**src/rtl/ysyx_22040759_mul_ctrl_pkg.sv**
```systemverilog
// ysyx_22040759_mul_ctrl_pkg: shared funct3 op codes, FSM states and mul_signed codes
// for the M-extension multiply controller.
package ysyx_22040759_mul_ctrl_pkg;

    localparam logic [1:0] OP_MUL    = 2'b00;
    localparam logic [1:0] OP_MULH   = 2'b01;
    localparam logic [1:0] OP_MULHSU = 2'b10;
    localparam logic [1:0] OP_MULHU  = 2'b11;

    localparam logic [1:0] SGN_SS = 2'b11;
    localparam logic [1:0] SGN_SU = 2'b10;
    localparam logic [1:0] SGN_UU = 2'b00;

    typedef enum logic [1:0] {
        S_IDLE  = 2'd0,
        S_ISSUE = 2'd1,
        S_WAIT  = 2'd2,
        S_DONE  = 2'd3
    } state_t;

    function automatic logic [1:0] sgn_of(input logic [1:0] op);
        return (op == OP_MULHU) ? SGN_UU : (op == OP_MULHSU) ? SGN_SU : SGN_SS;
    endfunction

endpackage

```
**src/rtl/ysyx_22040759_mul_fmt.sv**
```systemverilog
// ysyx_22040759_mul_fmt: selects and formats the writeback word from the product halves.
module ysyx_22040759_mul_fmt
    import ysyx_22040759_mul_ctrl_pkg::*;
#(
    parameter int XLEN = 64
) (
    input  logic [1:0]      i_op,
    input  logic            i_word,
    input  logic [XLEN-1:0] i_hi,
    input  logic [XLEN-1:0] i_lo,
    output logic [XLEN-1:0] o_data
);

    assign o_data = i_word ? {{(XLEN-32){i_lo[31]}}, i_lo[31:0]} :
                    (i_op == OP_MUL) ? i_lo : i_hi;

endmodule

```
**src/rtl/ysyx_22040759_mul_ctrl.sv**
```systemverilog
// ysyx_22040759_mul_ctrl: EX-stage multiply controller (IDLE/ISSUE/WAIT/DONE handshake FSM).
// Define YSYX_22040759_MUL_ZERO_SKIP_EN to complete zero-operand ops without the multiplier.
module ysyx_22040759_mul_ctrl
    import ysyx_22040759_mul_ctrl_pkg::*;
#(
    parameter int XLEN = 64
) (
    input  logic            clock,
    input  logic            reset,
    input  logic            ex_valid,
    input  logic [1:0]      ex_op,
    input  logic            ex_word,
    input  logic [XLEN-1:0] ex_src1,
    input  logic [XLEN-1:0] ex_src2,
    output logic            ex_ready,
    input  logic            flush,
    output logic            mul_valid,
    output logic            mulw,
    output logic            mul_flush,
    output logic [1:0]      mul_signed,
    output logic [XLEN-1:0] multiplicand,
    output logic [XLEN-1:0] multiplier,
    input  logic            mul_ready,
    input  logic            mul_out_valid,
    input  logic [XLEN-1:0] mul_result_hi,
    input  logic [XLEN-1:0] mul_result_lo,
    output logic            wb_valid,
    output logic [XLEN-1:0] wb_data,
    input  logic            wb_ready
);

    state_t            r_state, w_next;
    logic [1:0]        r_op, r_sgn;
    logic              r_mulw;
    logic [XLEN-1:0]   r_mcand, r_mplier, r_wb_data;
    logic              w_accept, w_skip;
    logic [XLEN-1:0]   w_fmt;

    assign w_accept = (r_state == S_IDLE) && ex_valid && !flush;

`ifdef YSYX_22040759_MUL_ZERO_SKIP_EN
    assign w_skip = ex_word ? (ex_src1[31:0] == 32'd0 || ex_src2[31:0] == 32'd0)
                            : (ex_src1 == '0 || ex_src2 == '0);
`else
    assign w_skip = 1'b0;
`endif

    always_comb begin
        w_next = r_state;
        case (r_state)
            S_IDLE:  w_next = w_accept ? (w_skip ? S_DONE : S_ISSUE) : S_IDLE;
            S_ISSUE: w_next = mul_ready ? S_WAIT : S_ISSUE;
            S_WAIT:  w_next = mul_out_valid ? S_DONE : S_WAIT;
            default: w_next = wb_ready ? S_IDLE : S_DONE;
        endcase
        if (flush) w_next = S_IDLE;
    end

    always_ff @(posedge clock or negedge reset) begin
        if (!reset) begin
            r_state   <= S_IDLE;
            r_op      <= OP_MUL;
            r_sgn     <= SGN_UU;
            r_mulw    <= 1'b0;
            r_mcand   <= '0;
            r_mplier  <= '0;
            r_wb_data <= '0;
        end else begin
            r_state <= w_next;
            if (w_accept) begin
                r_op     <= ex_op;
                r_sgn    <= sgn_of(ex_op);
                r_mulw   <= ex_word && (ex_op == OP_MUL);
                r_mcand  <= ex_src1;
                r_mplier <= ex_src2;
                if (w_skip) r_wb_data <= '0;
            end
            // a result arriving with flush belongs to the killed op
            if (r_state == S_WAIT && mul_out_valid && !flush) r_wb_data <= w_fmt;
        end
    end

    ysyx_22040759_mul_fmt #(.XLEN(XLEN)) u_fmt (
        .i_op   (r_op),
        .i_word (r_mulw),
        .i_hi   (mul_result_hi),
        .i_lo   (mul_result_lo),
        .o_data (w_fmt)
    );

    assign ex_ready     = (r_state == S_IDLE);
    assign mul_valid    = (r_state == S_ISSUE);
    assign mul_flush    = flush && (r_state == S_ISSUE || r_state == S_WAIT);
    assign wb_valid     = (r_state == S_DONE);
    assign wb_data      = r_wb_data;
    assign mul_signed   = r_sgn;
    assign mulw         = r_mulw;
    assign multiplicand = r_mcand;
    assign multiplier   = r_mplier;

endmodule
```
**config.mk**
```make
export PLATFORM = sky130hd
export DESIGN_NAME = ysyx_22040759_mul_ctrl
export DESIGN_NICKNAME = d
export VERILOG_FILES = /design/src/rtl/ysyx_22040759_mul_ctrl_pkg.sv /design/src/rtl/ysyx_22040759_mul_fmt.sv /design/src/rtl/ysyx_22040759_mul_ctrl.sv
export SDC_FILE = /design/constraint.sdc
export NUM_CORES = 1
export LEC_CHECK = 0
export ABC_AREA = 0
export CORE_AREA = 4 4 179 181
export CTS_BUF_LIST = sky130_fd_sc_hd__clkbuf_2 sky130_fd_sc_hd__clkbuf_4 sky130_fd_sc_hd__clkbuf_8
export DETAILED_ROUTE_END_ITERATION = 7
export DIE_AREA = 0 0 183 185
export DONT_BUFFER_PORTS = 1
export PLACE_DENSITY = 0.47
export SYNTH_ARGS = -nofsm -noshare
export SYNTH_HDL_FRONTEND = slang
export SYNTH_SLANG_ARGS = --single-unit
```
**constraint.sdc**
```tcl
create_clock -name clock -period 3 [get_ports clock]
set_input_delay 0.3 -clock clock [delete_from_list [all_inputs] [get_ports clock]]
set_output_delay 0.3 -clock clock [all_outputs]
set_load 0.01 [all_outputs]
```
==> flow_summary_export.csv, run 1 <==
group,metric,value,unit
outcome,outcome,"finished with violations",
outcome,violated_checks,"hold timing",
timing,hold_slack,-0.4729,ns
timing,fin_setup_tns,0,ns
grt,gr-usage-met3,4.419,%
critical_path,r2r_cells,5,
timing,post_route_clock_period_utilization,80.69,%
critical_path,crit_path_end_kind,"flop",
pwr,power_density,707.0,nW/um^2
synthesis,syn-instance-count,596,
die,start_util,27.26,%
cts,cts_num_sinks,199,
finish,layout.core_utilization,35.34,%
pwr,worst_ir_drop_vdd,0.3501,mV
critical_path,rr_startpoint,"r_op[1]$_DFFE_PN0P_",
cts,tritoncts.num_buffers,17,
die,dieWidth,183,um
timing,worstMarginPinSlew,0.6847,ns
finish,nNetsFinal,1016,
synthesis,unique_masters_post_synth,26,
detailed_routing,antenna_left,0,
finish,diodes,0,
timing,grt_setup_unrepaired,"no",
critical_path,crit_path_start_kind,"flop",
synthesis,post_synthesis_instance_area,8295,um^2
detailed_routing,routed_via_count,5445,
die,io_pins,465,
grt,grt_use_met2,23.78,%
synthesis,synth.yosys.warnings,0,
cts,number_of_levels_in_the_clock_h_tree,4,
timing,finClkSkew,0.02354,ns
critical_path,worstSetupStartpoint,"r_op[1]$_DFFE_PN0P_",
synthesis,synth-seq-area-share,60.03,%
grt,grt_pass1_wl,34.76,mm
cts,cts.reportedPaths.clkPinSlew,0.11,ns
detailed_routing,wirelength,23.63,mm
synthesis,synth_area_per_cell,13.92,um^2
die,design.die.area,33860,um^2
cts,cts_max_path_buffers,2,
cts,clk_latency,0.46,ns
flow_run,max_cap_violations,0,
hold_path,hp-class,"input pin to asynchronous set/reset pin",
finish,post_route_cells_drive_above_1_share,6.324,%
grt,antenna_found_initial,0,
critical_path,worstSetupEndpoint,"wb_data[20]$_DFFE_PN0P_",
critical_path,crit_required,3.33,ns
critical_path,worst_path_maximum_fanout,21,
timing,drv_slew,0,
finish,final.fill_count,2927,
detailed_routing,drc_errors,0,
grt,grt_util_all_layers,12.99,%
critical_path,rr_endpoint,"wb_data[20]$_DFFE_PN0P_",
place,place.gp.congestion,0.7928,
die,floorplan.die.height,185,um
cts,holdBufCountCts,167,
timing,max_freq,0.4131,GHz
grt,first_global_vias,5982,
detailed_routing,routedWlPerCell,20.46,um
die,floorplan_row_count,64,
synthesis,synth.ff_latch_count,199,
cts,clock-root-buffer,"clkbuf_8",
pwr,leakage,4.444,nW
place,port_buffers,0,
synthesis,synth_fp_nets,866,
grt,globalRouteMet1Util,14.13,%
detailed_routing,drt-vias-per-instance,4.714,
place,detailedPlacementHpwl,17.03,mm
detailed_routing,first_pass_drt_iterations,4,
cts,tritoncts,"done",
detailed_routing,detail_route.iter0.violations,151,
grt,globalRouteOverflowTotal,0,
timing,report.final.hold_viol_count,199,
finish,most-common-layout-cells,"198 x dfrtp_1, 167 x dlygate4sd3_1, 130 x mux2_1, 64 x nor3b_1, 36 x nand2_1",
finish,areaGrowthSynthToFinish,29.64,%
timing,timing.max_slew.rel_slack,54.36,%
critical_path,timing.reg2reg.setup_slack,0.58,ns
grt,grt.busiest_layer,"met2",
finish,layout_commonest_cell,"dfrtp_1",
timing,finalCriticalPeriod,2.421,ns
timing,final-setup-viol-count,0,
grt,grt_start_max_net_pins,200,
critical_path,worstSetupPathType,"flop to flop",
pwr,power,7.603,mW
die,coreArea,30430,um^2
critical_path,worst_ep_arrival_time,2.75,ns
==> kinds of logic after synthesis <==
| group | Yosys count | synth area share (%) |
|---|---|---|
| flops | 199 | 60.03 |
| mux | 162 | 21.51 |
| simple gates | 108 | 8.115 |
| compound gates | 74 | 6.682 |
| buf+inv | 49 | 3.062 |
| fa+ha+maj | 4 | 0.6033 |
==> worst min path at each step <==
stage               start                    endpoint  slack (ns)  cells after the start
finish              reset  multiplier[18]$_DFFE_PN0P_       -0.47                      0
global placement    reset   multiplier[8]$_DFFE_PN0P_       0.009                      0
detailed placement  reset  multiplier[18]$_DFFE_PN0P_        0.01                      0
global route        reset  multiplier[18]$_DFFE_PN0P_       -0.54                      0
floorplan           reset   mul_signed[0]$_DFFE_PN0P_       0.004                      0
CTS                 reset  multiplier[35]$_DFFE_PN0P_       -0.54                      0
==> sequential cells by signal, summed over array words and instances, names as in the netlist <==
name          cells
r_op              2
mulw              1
wb_data          64
r_state           2
multiplier       64
mul_signed        2
multiplicand     64
==> Yosys cell counts <==
| library cell | count | area (um^2) |
|---|---|---|
| a21o_1 | 2 | 15.01 |
| clkbuf_1 | 17 | 63.81 |
| a221oi_1 | 1 | 8.760 |
| nor2_1 | 3 | 11.26 |
| buf_4 | 4 | 30.03 |
| a21oi_1 | 2 | 10.01 |
| mux2i_1 | 32 | 320.3 |
| or2_1 | 1 | 6.260 |
| buf_1 | 1 | 3.750 |
| nand3b_4 | 1 | 20.02 |
| dfrtp_1 | 199 | 4980 |
| mux2_1 | 130 | 1464 |
| nand2_1 | 36 | 135.1 |
| buf_2 | 20 | 100.1 |
| nor3b_1 | 64 | 480.5 |
| and2_1 | 1 | 6.260 |
| a21o_4 | 1 | 15.01 |
| nand3b_1 | 1 | 7.510 |
| o21bai_1 | 1 | 7.510 |
| ha_1 | 4 | 50.05 |
| buf_6 | 4 | 45.04 |
| o32a_1 | 32 | 320.3 |
| inv_1 | 3 | 11.26 |
| o21ai_1 | 34 | 170.2 |
| a211oi_1 | 1 | 7.510 |
| nor2_2 | 1 | 6.260 |
==> timing repair <==
item | in CTS | in global routing
buffers inserted | 0 | 0
endpoints found under the hold margin | 350 | 199
resized for setup | 0 | 0
==> per-stage QoR <==
step	cells	hold slack (ns)	area [um^2]	setup WS, ns
2_1_floorplan	596	0.004409	8295	1.319
3_3_place_gp	956	0.009362	8663	0.9739
3_5_place_dp	956	0.009747	8663	0.9091
4_1_cts	1155	-0.5427	10750	0.5783
5_1_grt	1155	-0.5418	10750	0.4572
6_report	1155	-0.4729	10750	0.5793
==> critical path, stage by stage, from the launching register on <==
cell	delay, ns
dfrtp_1	0.46
o21bai_4	0.48
buf_4	0.44
mux2i_1	0.26
dlygate4sd3_1	0.57
o21ai_1	0.06
==> routing by layer <==
metal	share of wire (%)	vias up
met5	0	-
met4	1.7	0
met3	8.6	25
met2	54	276
met1	36	2705
li1	-	2439
==> cell type report <==
class	count	area, um^2	share of cell area [%]
well taps	396	495.5	4.607
multi-input cells	348	3075	28.60
flip-flops and latches	199	4981	46.32
clock buffers	18	241.5	2.245
repair buffers	177	1772	16.47
clock inverters	14	177.7	1.652
inverters	3	11.26	0.1047
==> report_power, final <==
part | internal, mW | switching [mW]
Sequential | 3.44 | 1.02
Clock | 0.726 | 1.07
Combinational | 0.771 | 0.566
Power figures use the tool's default switching activity.
==> inputs of run 2 (changes only) <==
==> constraint.sdc (replaced) <==
create_clock -name clock -period 2.5 [get_ports clock]
set_input_delay 0.25 -clock clock [delete_from_list [all_inputs] [get_ports clock]]
set_output_delay 0.25 -clock clock [all_outputs]
set_load 0.01 [all_outputs]
==> run 2 against run 1 <==
- the flow now stops in 4_1_cts
- area after synthesis stayed put
- synthesized cell count stayed put
==> flow_summary_export.csv, run 2 <==
group,metric,value,unit
place,port_buffers,0,
cts,post_cts.repair.setup_buffers,0,
synthesis,yosys.area_share.adder,0.6033,%
synthesis,simple_gate_area_share_of_the_yosys_netlist,8.115,%
synthesis,synth.ff_latch_count,199,
cts,clock-root-buffer,"clkbuf_8",
synthesis,ys_dominant_reg_cell,"dfrtp_1",
place,place.gp.congestion,0.8108,
place,placed_area,8643,um^2
cts,cts_max_path_buffers,2,
synthesis,synth_area_per_cell,13.92,um^2
synthesis,syn-instance-count,596,
synthesis,synth_largest_area_cell,"dfrtp_1",
cts,post_cts_resize_count,0,
die,floorplan_row_count,64,
synthesis,ys_async_sr_fraction,100.0,%
synthesis,synth-seq-area-share,60.03,%
outcome,outcome,"stopped before the end",
outcome,failed_stage,"4_1_cts",
synthesis,synth_edf_count,0,
synthesis,post_synth_most_frequent_cells,"199 x dfrtp_1, 130 x mux2_1, 64 x nor3b_1, 36 x nand2_1, 34 x o21ai_1",
synthesis,post_synth_main_area_contributors,"dfrtp_1 60%, mux2_1 18%, nor3b_1 5.8%, mux2i_1 3.9%, o32a_1 3.9%",
synthesis,synth_fp_nets,866,
outcome,stop_error,"[ERROR RSZ-0060] Max buffer count reached.",
synthesis,synth_top_family_by_area,"multiplexers",
cts,tritoncts.num_buffers,17,
die,floorplan.die.height,185,um
synthesis,unique_masters_post_synth,26,
synthesis,post_synthesis_instance_area,8295,um^2
die,start_util,27.26,%
synthesis,share_of_synthesized_area_spent_on_multiplexers,21.51,%
synthesis,synthDominantCellAreaShare,60.03,%
synthesis,synth.yosys.warnings,0,
synthesis,complex_gate_fraction_of_the_synthesized_area,6.682,%
die,io_pins,465,
cts,holdBufCountCts,198,
cts,cts_num_sinks,199,
synthesis,yosys.cell_count.top_type,"dfrtp_1",
die,dieWidth,183,um
synthesis,synth_xor_xnor_area_share,0,%
place,detailedPlacementHpwl,16.88,mm
place,pre_cts_setup_slack,0.5373,ns
cts,number_of_levels_in_the_clock_h_tree,4,
==> run 2: cell counts after synthesis <==
No cell type changed its count.
==> run 2: kinds of logic after synthesis <==
logic type,after synthesis
adders and majority gates,4
muxes,162
DFF,199
buffers and inverters,49
AOI/OAI and AO/OA,74
and+or+nand+nor,108
==> run 2: stage by stage <==
stage	hold WS [ns]	instances
3_3_place_gp	-0.04079	955
3_5_place_dp	-0.04119	955
2_1_floorplan	-0.04559	596
==> inputs of run 3 (changes only) <==
--- a/config.mk
+++ b/config.mk
@@ -6,12 +6,11 @@
 export NUM_CORES = 1
 export LEC_CHECK = 0
 export ABC_AREA = 0
-export CORE_AREA = 4 4 179 181
-export CTS_BUF_LIST = sky130_fd_sc_hd__clkbuf_2 sky130_fd_sc_hd__clkbuf_4 sky130_fd_sc_hd__clkbuf_8
+export CORE_AREA = 4 4 180 182
 export DETAILED_ROUTE_END_ITERATION = 7
-export DIE_AREA = 0 0 183 185
+export DIE_AREA = 0 0 184 186
 export DONT_BUFFER_PORTS = 1
-export PLACE_DENSITY = 0.47
+export PLACE_DENSITY_LB_ADDON = 0.15
 export SYNTH_ARGS = -nofsm -noshare
 export SYNTH_HDL_FRONTEND = slang
 export SYNTH_SLANG_ARGS = --single-unit
==> run 3 against run 2 <==
- the flow now finishes, with violations (hold timing)
==> flow_summary_export.csv, run 3 (synthesis gave the netlist of run 1 again) <==
group,metric,value,unit
detailed_routing,drc_errors,0,
grt,grt.busiest_layer,"met2",
critical_path,crit_path_end_kind,"flop",
critical_path,crit_path_start_kind,"flop",
critical_path,path_cells,"ha_1 > a21o_1 > dlygate4sd3_1 > nor2_1 > dlygate4sd3_1",
timing,report.final.hold_viol_count,199,
die,floorplan_row_count,64,
cts,clk_latency,0.43,ns
finish,postLayoutCellArea,10970,um^2
grt,grt_use_met2,25.00,%
critical_path,timing.reg2reg.setup_slack,0.30,ns
place,placed_area,8671,um^2
cts,clock-root-buffer,"clkbuf_16",
outcome,violated_checks,"hold timing",
critical_path,worst_ep_arrival_time,2.57,ns
critical_path,crit_required,2.87,ns
grt,globalRouteOverflowTotal,0,
critical_path,r2r_cells,5,
die,dieWidth,184,um
critical_path,rr_endpoint,"r_state[1]$_DFF_PN0_",
place,detailedPlacementHpwl,17.21,mm
die,floorplan.die.height,186,um
pwr,leakage,4.539,nW
finish,post_route_cells_drive_above_1_share,6.176,%
die,start_util,27.12,%
timing,worstMarginPinSlew,0.6615,ns
finish,layout_commonest_cell,"dfrtp_1",
cts,cts_num_sinks,199,
die,io_pins,465,
detailed_routing,antenna_left,0,
critical_path,worstSetupPathType,"flop to flop",
grt,grt_util_all_layers,13.53,%
finish,areaGrowthSynthToFinish,32.19,%
critical_path,rr_startpoint,"r_state[1]$_DFF_PN0_",
detailed_routing,routed_via_count,5428,
cts,cts_max_path_buffers,2,
cts,cts.reportedPaths.clkPinSlew,0.08,ns
timing,finClkSkew,0.01305,ns
timing,finalCriticalPeriod,2.195,ns
grt,antenna_found_initial,2,
timing,grt_setup_unrepaired,"no",
timing,drv_slew,0,
timing,hold_slack,-0.4880,ns
place,port_buffers,0,
die,coreArea,30590,um^2
place,pre_cts_setup_slack,0.5075,ns
critical_path,path_common_cell,"dlygate4sd3_1",
pwr,power_density,898.1,nW/um^2
finish,nNetsFinal,1018,
pwr,worst_ir_drop_vdd,0.4006,mV
timing,post_route_clock_period_utilization,87.80,%
grt,grt_start_max_net_pins,200,
cts,tritoncts,"done",
critical_path,critPathTopFamily,"buffers and inverters",
detailed_routing,detail_route.iter0.violations,159,
critical_path,timing.critical_path.buf_inv,2,
detailed_routing,drt-vias-per-instance,4.683,
critical_path,worst_path_maximum_fanout,4,
critical_path,critPathMaxStageDelay,0.56,ns
hold_path,hp-class,"input pin to asynchronous set/reset pin",
place,place.gp.congestion,0.7599,
die,design.die.area,34220,um^2
timing,fin_setup_tns,0,ns
grt,globalRouteMet1Util,14.29,%
grt,grt_pass1_wl,36.02,mm
outcome,outcome,"finished with violations",
detailed_routing,wirelength,24.61,mm
cts,number_of_levels_in_the_clock_h_tree,4,
timing,final-setup-viol-count,0,
timing,max_freq,0.4556,GHz
cts,post_cts.repair.setup_buffers,0,
finish,most-common-layout-cells,"198 x dfrtp_1, 168 x dlygate4sd3_1, 130 x mux2_1, 64 x nor3b_1, 36 x nand2_1",
flow_run,max_cap_violations,0,
grt,gr-usage-met3,4.749,%
grt,first_global_vias,6179,
timing,worst_slack,0.3049,ns
finish,layout.core_utilization,35.85,%
cts,tritoncts.num_buffers,17,
critical_path,crit_slowest_cell,"dlygate4sd3_1",
detailed_routing,first_pass_drt_iterations,4,
detailed_routing,routedWlPerCell,21.23,um
timing,timing.max_slew.rel_slack,55.90,%
run 3: how the worst max path moves through the flow:
stage                               startpoint                           end  slack [ns]  depth (start not counted)
after floorplan           r_state[0]$_DFF_PN0_       wb_data[33]$_DFFE_PN0P_        0.82                          7
after detailed placement  r_state[0]$_DFF_PN0_  multiplicand[21]$_DFFE_PN0P_        0.51                          6
final                     r_state[1]$_DFF_PN0_          r_state[1]$_DFF_PN0_        0.30                          5
after global routing          mulw$_DFFE_PN0P_        wb_data[1]$_DFFE_PN0P_        0.18                          5
after CTS                 r_state[1]$_DFF_PN0_          r_state[1]$_DFF_PN0_        0.32                          5
after global placement    r_state[0]$_DFF_PN0_  multiplicand[42]$_DFFE_PN0P_        0.60                          6
run 3: area by class of cell:
cell class / count / area, um^2
diodes: 2 / 5.005
clock buffers: 20 / 446.7
clock inverters: 12 / 161.4
repair buffers: 179 / 1789
well taps: 396 / 495.5
multi-input cells: 348 / 3075
flip-flops and latches: 199 / 4981
fillers: 2956 / 19620
inverters: 3 / 11.26
run 3: layer usage:
| layer | vias up | wire (um) |
|---|---|---|
| met5 | - | 0 |
| met4 | 0 | 453 |
| met3 | 26 | 2164 |
| met2 | 262 | 13430 |
| met1 | 2693 | 8557 |
| li1 | 2447 | - |
run 3: timing repair:
item	in CTS	in global routing
hold buffers	166	2
endpoints found under the hold margin	350	200
gates resized for setup	0	0
run 3: stage by stage:
stage,std cells,total power [mW]
after floorplan,596,6.230
after global placement,957,6.756
after detailed placement,957,6.821
after CTS,1155,10.01
after global routing,1159,10.39
final,1159,9.848
run 3: power breakdown:
part	switching, mW	total (mW)	internal, mW
Clock	1.33	2.88	1.55
Sequential	1.23	5.37	4.14
Combinational	0.672	1.60	0.927
